<file path="config.mk">
export PLATFORM = sky130hd
export DESIGN_NAME = adc_fault_comparators
export DESIGN_NICKNAME = d
export VERILOG_FILES = /design/src/rtl/adc_processing_pkg.sv /design/src/rtl/adc_hysteresis_comparator.sv /design/src/rtl/adc_fault_comparators.sv
export SDC_FILE = /design/constraint.sdc
export NUM_CORES = 1
export LEC_CHECK = 0
export CELL_PAD_IN_SITES_DETAIL_PLACEMENT = 0
export CELL_PAD_IN_SITES_GLOBAL_PLACEMENT = 1
export CORE_MARGIN = 4
export CORE_UTILIZATION = 34
export DETAILED_ROUTE_END_ITERATION = 8
export PLACE_DENSITY = 0.9
export SLEW_MARGIN = 20
export SYNTH_ARGS = -nofsm -noshare
export SYNTH_HDL_FRONTEND = slang
export SYNTH_SLANG_ARGS = --single-unit
</file>
<file path="constraint.sdc">
create_clock -name clock -period 2.1 [get_ports clock]
set_input_delay 0.42 -clock clock [delete_from_list [all_inputs] [get_ports clock]]
set_output_delay 0.42 -clock clock [all_outputs]
set_load 0.05 [all_outputs]
</file>
<file path="src/rtl/adc_processing_pkg.sv">
// Shared types and threshold indexing for the ADC fault comparator bank.
// Threshold vector layout is index c*4+k (c = comparator, k = level).
package adc_processing_pkg;

  typedef enum logic {
    ARMED   = 1'b0,
    TRIPPED = 1'b1
  } comp_state_t;

  localparam int FAST = 0;
  localparam int SLOW = 1;

  localparam int LOW_TRIP     = 0;
  localparam int LOW_RELEASE  = 1;
  localparam int HIGH_RELEASE = 2;
  localparam int HIGH_TRIP    = 3;

  localparam int NUM_COMPARATORS = 2;
  localparam int NUM_LEVELS      = 4;
  localparam int NUM_THRESHOLDS  = NUM_COMPARATORS * NUM_LEVELS;

  function automatic int thr_index(input int comp, input int level);
    return comp * NUM_LEVELS + level;
  endfunction

endpackage

</file>
<file path="src/rtl/adc_hysteresis_comparator.sv">
// One window comparator: independent high-side and low-side ARMED/TRIPPED FSMs
// with hysteretic or latching release and a level clear that beats any trip.
module adc_hysteresis_comparator
  import adc_processing_pkg::*;
#(
  parameter int DATA_PATH_WIDTH = 16
) (
  input  logic                              clock,
  input  logic                              reset,
  input  logic                              sample_valid,
  input  logic signed [DATA_PATH_WIDTH-1:0] sample,
  input  logic signed [DATA_PATH_WIDTH-1:0] low_trip,
  input  logic signed [DATA_PATH_WIDTH-1:0] low_release,
  input  logic signed [DATA_PATH_WIDTH-1:0] high_release,
  input  logic signed [DATA_PATH_WIDTH-1:0] high_trip,
  input  logic                              latch_mode,
  input  logic                              clear_latch,
  output comp_state_t                       state_high,
  output comp_state_t                       state_low
);

  comp_state_t high_next;
  comp_state_t low_next;

  always_ff @(posedge clock or negedge reset) begin
    if (!reset) begin
      state_high <= ARMED;
      state_low  <= ARMED;
    end else begin
      state_high <= high_next;
      state_low  <= low_next;
    end
  end

  // Clear wins over everything; otherwise only valid samples move the FSMs.
  // Release thresholds are used as given even if they sit beyond the trip level.
  always_comb begin
    high_next = state_high;
    low_next  = state_low;
    if (clear_latch) begin
      high_next = ARMED;
      low_next  = ARMED;
    end else if (sample_valid) begin
      case (state_high)
        ARMED:   if (sample > high_trip) high_next = TRIPPED;
        TRIPPED: if (!latch_mode && (sample < high_release)) high_next = ARMED;
        default: high_next = ARMED;
      endcase
      case (state_low)
        ARMED:   if (sample < low_trip) low_next = TRIPPED;
        TRIPPED: if (!latch_mode && (sample > low_release)) low_next = ARMED;
        default: low_next = ARMED;
      endcase
    end
  end

endmodule

</file>
<file path="src/rtl/adc_fault_comparators.sv">
// Fast and slow window comparators on a calibrated ADC stream, with a
// registered sample pass-through aligned to the trip outputs.
module adc_fault_comparators
  import adc_processing_pkg::*;
#(
  parameter int DATA_PATH_WIDTH = 16
) (
  input  logic                              clock,
  input  logic                              reset,
  input  logic                              data_in_valid,
  input  logic signed [DATA_PATH_WIDTH-1:0] data_in_data,
  input  logic signed [DATA_PATH_WIDTH-1:0] comparator_thresholds [NUM_THRESHOLDS],
  input  logic [NUM_COMPARATORS-1:0]        latch_mode,
  input  logic [NUM_COMPARATORS-1:0]        clear_latch,
  output logic                              data_out_valid,
  output logic signed [DATA_PATH_WIDTH-1:0] data_out_data,
  output logic [NUM_COMPARATORS-1:0]        trip_high,
  output logic [NUM_COMPARATORS-1:0]        trip_low
);

  comp_state_t state_high [NUM_COMPARATORS];
  comp_state_t state_low  [NUM_COMPARATORS];

  for (genvar c = 0; c < NUM_COMPARATORS; c++) begin : g_comp
    adc_hysteresis_comparator #(
      .DATA_PATH_WIDTH (DATA_PATH_WIDTH)
    ) u_comp (
      .clock        (clock),
      .reset        (reset),
      .sample_valid (data_in_valid),
      .sample       (data_in_data),
      .low_trip     (comparator_thresholds[thr_index(c, LOW_TRIP)]),
      .low_release  (comparator_thresholds[thr_index(c, LOW_RELEASE)]),
      .high_release (comparator_thresholds[thr_index(c, HIGH_RELEASE)]),
      .high_trip    (comparator_thresholds[thr_index(c, HIGH_TRIP)]),
      .latch_mode   (latch_mode[c]),
      .clear_latch  (clear_latch[c]),
      .state_high   (state_high[c]),
      .state_low    (state_low[c])
    );

    // State registers are the trip registers, so trips share the data latency.
    assign trip_high[c] = (state_high[c] == TRIPPED);
    assign trip_low[c]  = (state_low[c] == TRIPPED);
  end

  always_ff @(posedge clock or negedge reset) begin
    if (!reset) begin
      data_out_valid <= 1'b0;
      data_out_data  <= '0;
    end else begin
      data_out_valid <= data_in_valid;
      if (data_in_valid) data_out_data <= data_in_data;
    end
  end

endmodule
</file>
==> flow_summary.html <==
<table>
<tr><th>Metric</th><th>Value</th></tr>
<tr><th colspan="2">Die</th></tr>
<tr><td>Initial standard-cell utilization of the core</td><td>0.353</td></tr>
<tr><td>Std cell rows</td><td>39</td></tr>
<tr><td>Floorplan die height</td><td>118 µm</td></tr>
<tr><td>Core area</td><td>11600 µm²</td></tr>
<tr><td>Die area</td><td>~14000 µm²</td></tr>
<tr><td>Floorplan die width</td><td>about 120 µm</td></tr>
<tr><td>Number of top-level design ports</td><td>~170</td></tr>
<tr><th colspan="2">Synth</th></tr>
<tr><td>Average footprint of a synthesized cell</td><td>8.09 µm²</td></tr>
<tr><td>Share of the yosys chip area belonging to registers</td><td>0.129</td></tr>
<tr><td>Largest area contributor in the synthesized netlist</td><td>sky130_fd_sc_hd__ha_1</td></tr>
<tr><td>Yosys reg bits</td><td>21</td></tr>
<tr><td>Gate count after technology mapping</td><td>504</td></tr>
<tr><td>Most area-consuming cells after synthesis</td><td>sky130_fd_sc_hd__ha_1 (38%), sky130_fd_sc_hd__dfrtp_1 (13%), sky130_fd_sc_hd__inv_1 (12%)</td></tr>
<tr><td>Synthesized netlist net count</td><td>slightly below 800</td></tr>
<tr><td>Area of the mapped netlist</td><td>between 4000 and 5000 µm²</td></tr>
<tr><td>Yosys synthesis warning count</td><td>0</td></tr>
<tr><td>Number of distinct standard cells referenced by the synthesized netlist</td><td>44</td></tr>
<tr><td>Fraction of synthesized cell area taken by the top area cell type</td><td>0.380</td></tr>
<tr><th colspan="2">STA</th></tr>
<tr><td>Max Transition Viols Final</td><td>0</td></tr>
<tr><td>Final hold violation count</td><td>0</td></tr>
<tr><td>Unrepaired setup endpoints after global routing</td><td>true</td></tr>
<tr><td>Layout Skew</td><td>0 ns</td></tr>
<tr><td>Max Clock Freq</td><td>479 MHz</td></tr>
<tr><td>Worst Max-Slew Pin Slew</td><td>0.552 ns</td></tr>
<tr><td>Endpoints failing setup</td><td>0</td></tr>
<tr><td>Headroom to the max-slew limit</td><td>0.631</td></tr>
<tr><td>Minimum period implied by the final worst setup slack</td><td>2.09 ns</td></tr>
<tr><td>Period utilisation layout</td><td>0.995</td></tr>
<tr><td>Final-layout setup total negative slack</td><td>0 ns</td></tr>
<tr><th colspan="2">Detailed routing</th></tr>
<tr><td>Met3 Routed Length</td><td>between 1 and 1.5 mm</td></tr>
<tr><td>Detailed-route wire length on metal 1</td><td>6.89 mm</td></tr>
<tr><td>Top layer in use</td><td>met4</td></tr>
<tr><td>Met2 wire length</td><td>8.18 mm</td></tr>
<tr><td>Detailed Route Iter0 Violations</td><td>around 160</td></tr>
<tr><td>Via Count</td><td>4662</td></tr>
<tr><td>Average routed wire per standard cell</td><td>approximately 18 µm</td></tr>
<tr><td>Antenna violation net count after detailed routing</td><td>0</td></tr>
<tr><td>Initial DRT Pass Iterations</td><td>4</td></tr>
<tr><td>Routed wire length</td><td>16.6 mm</td></tr>
<tr><td>Via-per-instance ratio</td><td>5.17</td></tr>
<tr><td>DRC violations left</td><td>0</td></tr>
<tr><th colspan="2">Power</th></tr>
<tr><td>Peak supply drop</td><td>350 µV</td></tr>
<tr><td>Tot Pwr</td><td>between 2 and 3 mW</td></tr>
<tr><td>Static leakage power</td><td>3.92 nW</td></tr>
<tr><td>Power Density</td><td>327 nW/µm²</td></tr>
<tr><th colspan="2">Placed design</th></tr>
<tr><td>Gp weighted congestion</td><td>0.906</td></tr>
<tr><td>Detailed Place HPWL</td><td>12.8 mm</td></tr>
<tr><td>Placed instance count</td><td>875</td></tr>
<tr><td>Number of input and output port buffers inserted</td><td>171</td></tr>
<tr><td>Placed cell areas</td><td>6410 µm²</td></tr>
<tr><th colspan="2">Cells and area</th></tr>
<tr><td>Antenna diodes</td><td>0</td></tr>
<tr><td>FF/Latch Area</td><td>526 µm²</td></tr>
<tr><td>Final instance area</td><td>7730 µm²</td></tr>
<tr><td>Area added between synthesis and finish</td><td>89.7%</td></tr>
<tr><td>Final-stage net count</td><td>1035</td></tr>
<tr><td>Leading cell types in the layout, fill and taps excluded</td><td>sky130_fd_sc_hd__clkdlybuf4s50_1 (96), sky130_fd_sc_hd__inv_1 (90), sky130_fd_sc_hd__buf_4 (68)</td></tr>
<tr><td>Total area of multi-input combinational cells</td><td>between 4000 and 5000 µm²</td></tr>
<tr><td>Layout fillers</td><td>between 900 and 1000</td></tr>
<tr><td>Proportion of layout cells with a drive suffix above 1</td><td>0.362</td></tr>
<tr><td>Most frequent standard cell in the layout excluding fill and tap cells</td><td>sky130_fd_sc_hd__clkdlybuf4s50_1</td></tr>
<tr><td>Non-Filler Instances</td><td>902</td></tr>
<tr><th colspan="2">Worst hold path</th></tr>
<tr><td>HP Class</td><td>flop to flop</td></tr>
<tr><th colspan="2">Clock tree</th></tr>
<tr><td>TritonCTS clock tree</td><td>yes</td></tr>
<tr><td>Worst-Skew Late Latency</td><td>~0.26 ns</td></tr>
<tr><td>Master cell of the clock root buffer</td><td>sky130_fd_sc_hd__clkbuf_16</td></tr>
<tr><td>CTS H-tree lvls</td><td>1</td></tr>
<tr><td>Number of buffers added by the clock tree synthesis step</td><td>3</td></tr>
<tr><td>Buffer levels on the longest clock path</td><td>2</td></tr>
<tr><td>Hold buffer count at cts</td><td>0</td></tr>
<tr><td>Clock-pin slew on the worst setup and hold paths</td><td>0.06 ns</td></tr>
<tr><td>Clk sink count</td><td>21</td></tr>
<tr><th colspan="2">Global route</th></tr>
<tr><td>Pin count of the biggest net entering global routing</td><td>22</td></tr>
<tr><td>Remaining global-route overflow</td><td>0</td></tr>
<tr><td>Vias in the first global route</td><td>5062</td></tr>
<tr><td>Number of antenna violations at the first check in global routing</td><td>0</td></tr>
<tr><td>Gr usage total</td><td>0.227</td></tr>
<tr><td>First-pass GRT wire length</td><td>25.6 mm</td></tr>
<tr><th colspan="2">Setup path</th></tr>
<tr><td>Critical Path, Cell by Cell</td><td>clkdlybuf4s15_2 -&gt; buf_4 -&gt; ha_4 -&gt; nand4_1 -&gt; a211oi_2 -&gt; nor4_2 -&gt; mux2_1 -&gt; a211o_1</td></tr>
<tr><td>Gate family responsible for the most delay along the worst path</td><td>simple AND/OR/NAND/NOR gates</td></tr>
<tr><td>Biggest cell delay along the critical path</td><td>between 0.3 and 0.4 ns</td></tr>
<tr><td>Maximum net fanout on the critical path</td><td>4</td></tr>
<tr><td>Buffers &amp; Inverters on Critical Path</td><td>2</td></tr>
<tr><td>Data arrival time at the worst-slack endpoint</td><td>2.23 ns</td></tr>
<tr><td>Path type of the worst setup path</td><td>input port to flop</td></tr>
<tr><td>Crit path max-delay cell type</td><td>sky130_fd_sc_hd__mux2_1</td></tr>
<tr><td>Worst Setup End Kind</td><td>flop</td></tr>
<tr><td>Data required time of the critical path</td><td>2.24 ns</td></tr>
<tr><td>Type of origin of the critical path</td><td>input port</td></tr>
<tr><th colspan="2">Job</th></tr>
<tr><td>Number of max-cap violations</td><td>0</td></tr>
<tr><th colspan="2">Status</th></tr>
<tr><td>Outcome</td><td>complete, no violations</td></tr>
</table>
==> cell type report <==
cell class	count	share of cell area
sequential	21	0.0680
inverter	130	0.0631
multi-input combinational	347	0.523
clock buffer	3	0.00971
timing repair buffer	257	0.313
clock inverter	1	0.000647
tap	143	0.0231
==> worst reg2reg max path, cell delays in order, from the launching register on <==
cell,delay (ns)
sky130_fd_sc_hd__dfrtp_1,0.42
sky130_fd_sc_hd__and4bb_2,0.25
sky130_fd_sc_hd__mux2_1,0.30
sky130_fd_sc_hd__a211o_1,0.23
==> report_power, final <==
part | internal [mW] | total, mW | switching, mW
clock network | 0.256 | 0.421 | 0.165
logic | 0.833 | 1.63 | 0.797
registers | 0.446 | 0.478 | 0.0323
total | 1.54 | 2.53 | 0.994
==> per-stage QoR <==
stage	utilization	hold slack (ns)	setup WS, ns
final	0.669	0.514	0.0107
after global routing	0.669	0.528	-0.0314
after detailed placement	0.555	0.501	-0.706
after global placement	0.555	0.491	-0.630
after floorplan	-	0.124	0.0666
after CTS	0.622	0.518	0.00295
==> registers in the layout, summed over array words and instances, names as in the netlist <==
register                  flops
data_out_valid                1
g_comp.u_comp.state_high      2
data_out_data                16
g_comp.u_comp.state_low       2
==> cells in the mapped netlist <==
library cell                number
sky130_fd_sc_hd__o2111ai_1       1
sky130_fd_sc_hd__nor4_1          5
sky130_fd_sc_hd__and4_1          1
sky130_fd_sc_hd__buf_2           1
sky130_fd_sc_hd__mux2i_1         3
sky130_fd_sc_hd__and4_4          1
sky130_fd_sc_hd__nand3_1         7
sky130_fd_sc_hd__a21oi_1        34
sky130_fd_sc_hd__nand4_2         1
sky130_fd_sc_hd__a21boi_1        1
sky130_fd_sc_hd__nand4b_1        2
sky130_fd_sc_hd__nor2b_1         6
sky130_fd_sc_hd__nand4_1        16
sky130_fd_sc_hd__a221oi_1        2
sky130_fd_sc_hd__buf_4           4
sky130_fd_sc_hd__a21o_1         22
sky130_fd_sc_hd__a31o_1          1
sky130_fd_sc_hd__and3_1          4
sky130_fd_sc_hd__a211o_1         2
sky130_fd_sc_hd__nor2_1         13
sky130_fd_sc_hd__o21ai_0        12
sky130_fd_sc_hd__nor3_1          7
sky130_fd_sc_hd__o31ai_1         3
sky130_fd_sc_hd__a31oi_1         7
sky130_fd_sc_hd__o21a_1          3
sky130_fd_sc_hd__o31a_1          1
sky130_fd_sc_hd__inv_1         130
sky130_fd_sc_hd__or4_1           1
sky130_fd_sc_hd__nor4b_1         1
sky130_fd_sc_hd__nand2_1        17
sky130_fd_sc_hd__o21ai_1         3
sky130_fd_sc_hd__a2111oi_2       3
sky130_fd_sc_hd__and4bb_2        1
sky130_fd_sc_hd__a211oi_2        2
sky130_fd_sc_hd__buf_1           1
sky130_fd_sc_hd__dfrtp_1        21
sky130_fd_sc_hd__or2_1           3
sky130_fd_sc_hd__nor3b_1         3
sky130_fd_sc_hd__mux2_2         16
sky130_fd_sc_hd__a211oi_1        5
sky130_fd_sc_hd__mux2_1          1
sky130_fd_sc_hd__ha_1          124
sky130_fd_sc_hd__nand2b_1        8
sky130_fd_sc_hd__o211ai_1        4
==> layer usage <==
| metal | vias to the layer above | GRT usage |
|---|---|---|
| met2 | 176 | 0.400 |
| met3 | 42 | 0.0500 |
| met1 | 2168 | 0.280 |
| met4 | 0 | 0.0564 |
| li1 | 2276 | - |
| met5 | - | 0 |
==> cells by family after synthesis <==
group           synth area share
mux                       0.0543
flops                      0.129
simple gates               0.134
buf+inv                    0.129
compound gates             0.173
fa+ha+maj                  0.380
==> timing repair <==
action	in CTS	in global routing
buffers inserted	19	4
gates resized for setup	164	133
gates cloned	1	0
endpoints found under the setup margin	4	4
pin swaps	62	60
==> worst paths after layout <==
check                                                         end  depth (start not counted)                                   start  slack, ns
max in group asynchronous           data_out_data[15]$_DFFE_PN0P_                          2                                   reset       1.33
setup / recovery           g_comp[0].u_comp.state_low$_DFFE_PN0P_                          8                         data_in_data[5]       0.01
hold / removal                      data_out_data[13]$_DFFE_PN0P_                          1           data_out_data[13]$_DFFE_PN0P_       0.51
hold reg to reg                     data_out_data[13]$_DFFE_PN0P_                          1           data_out_data[13]$_DFFE_PN0P_       0.51
setup reg to reg           g_comp[0].u_comp.state_low$_DFFE_PN0P_                          3  g_comp[0].u_comp.state_low$_DFFE_PN0P_       0.79
min in group asynchronous            data_out_data[1]$_DFFE_PN0P_                          2                                   reset       0.52
(Power assumes the default switching activity.)
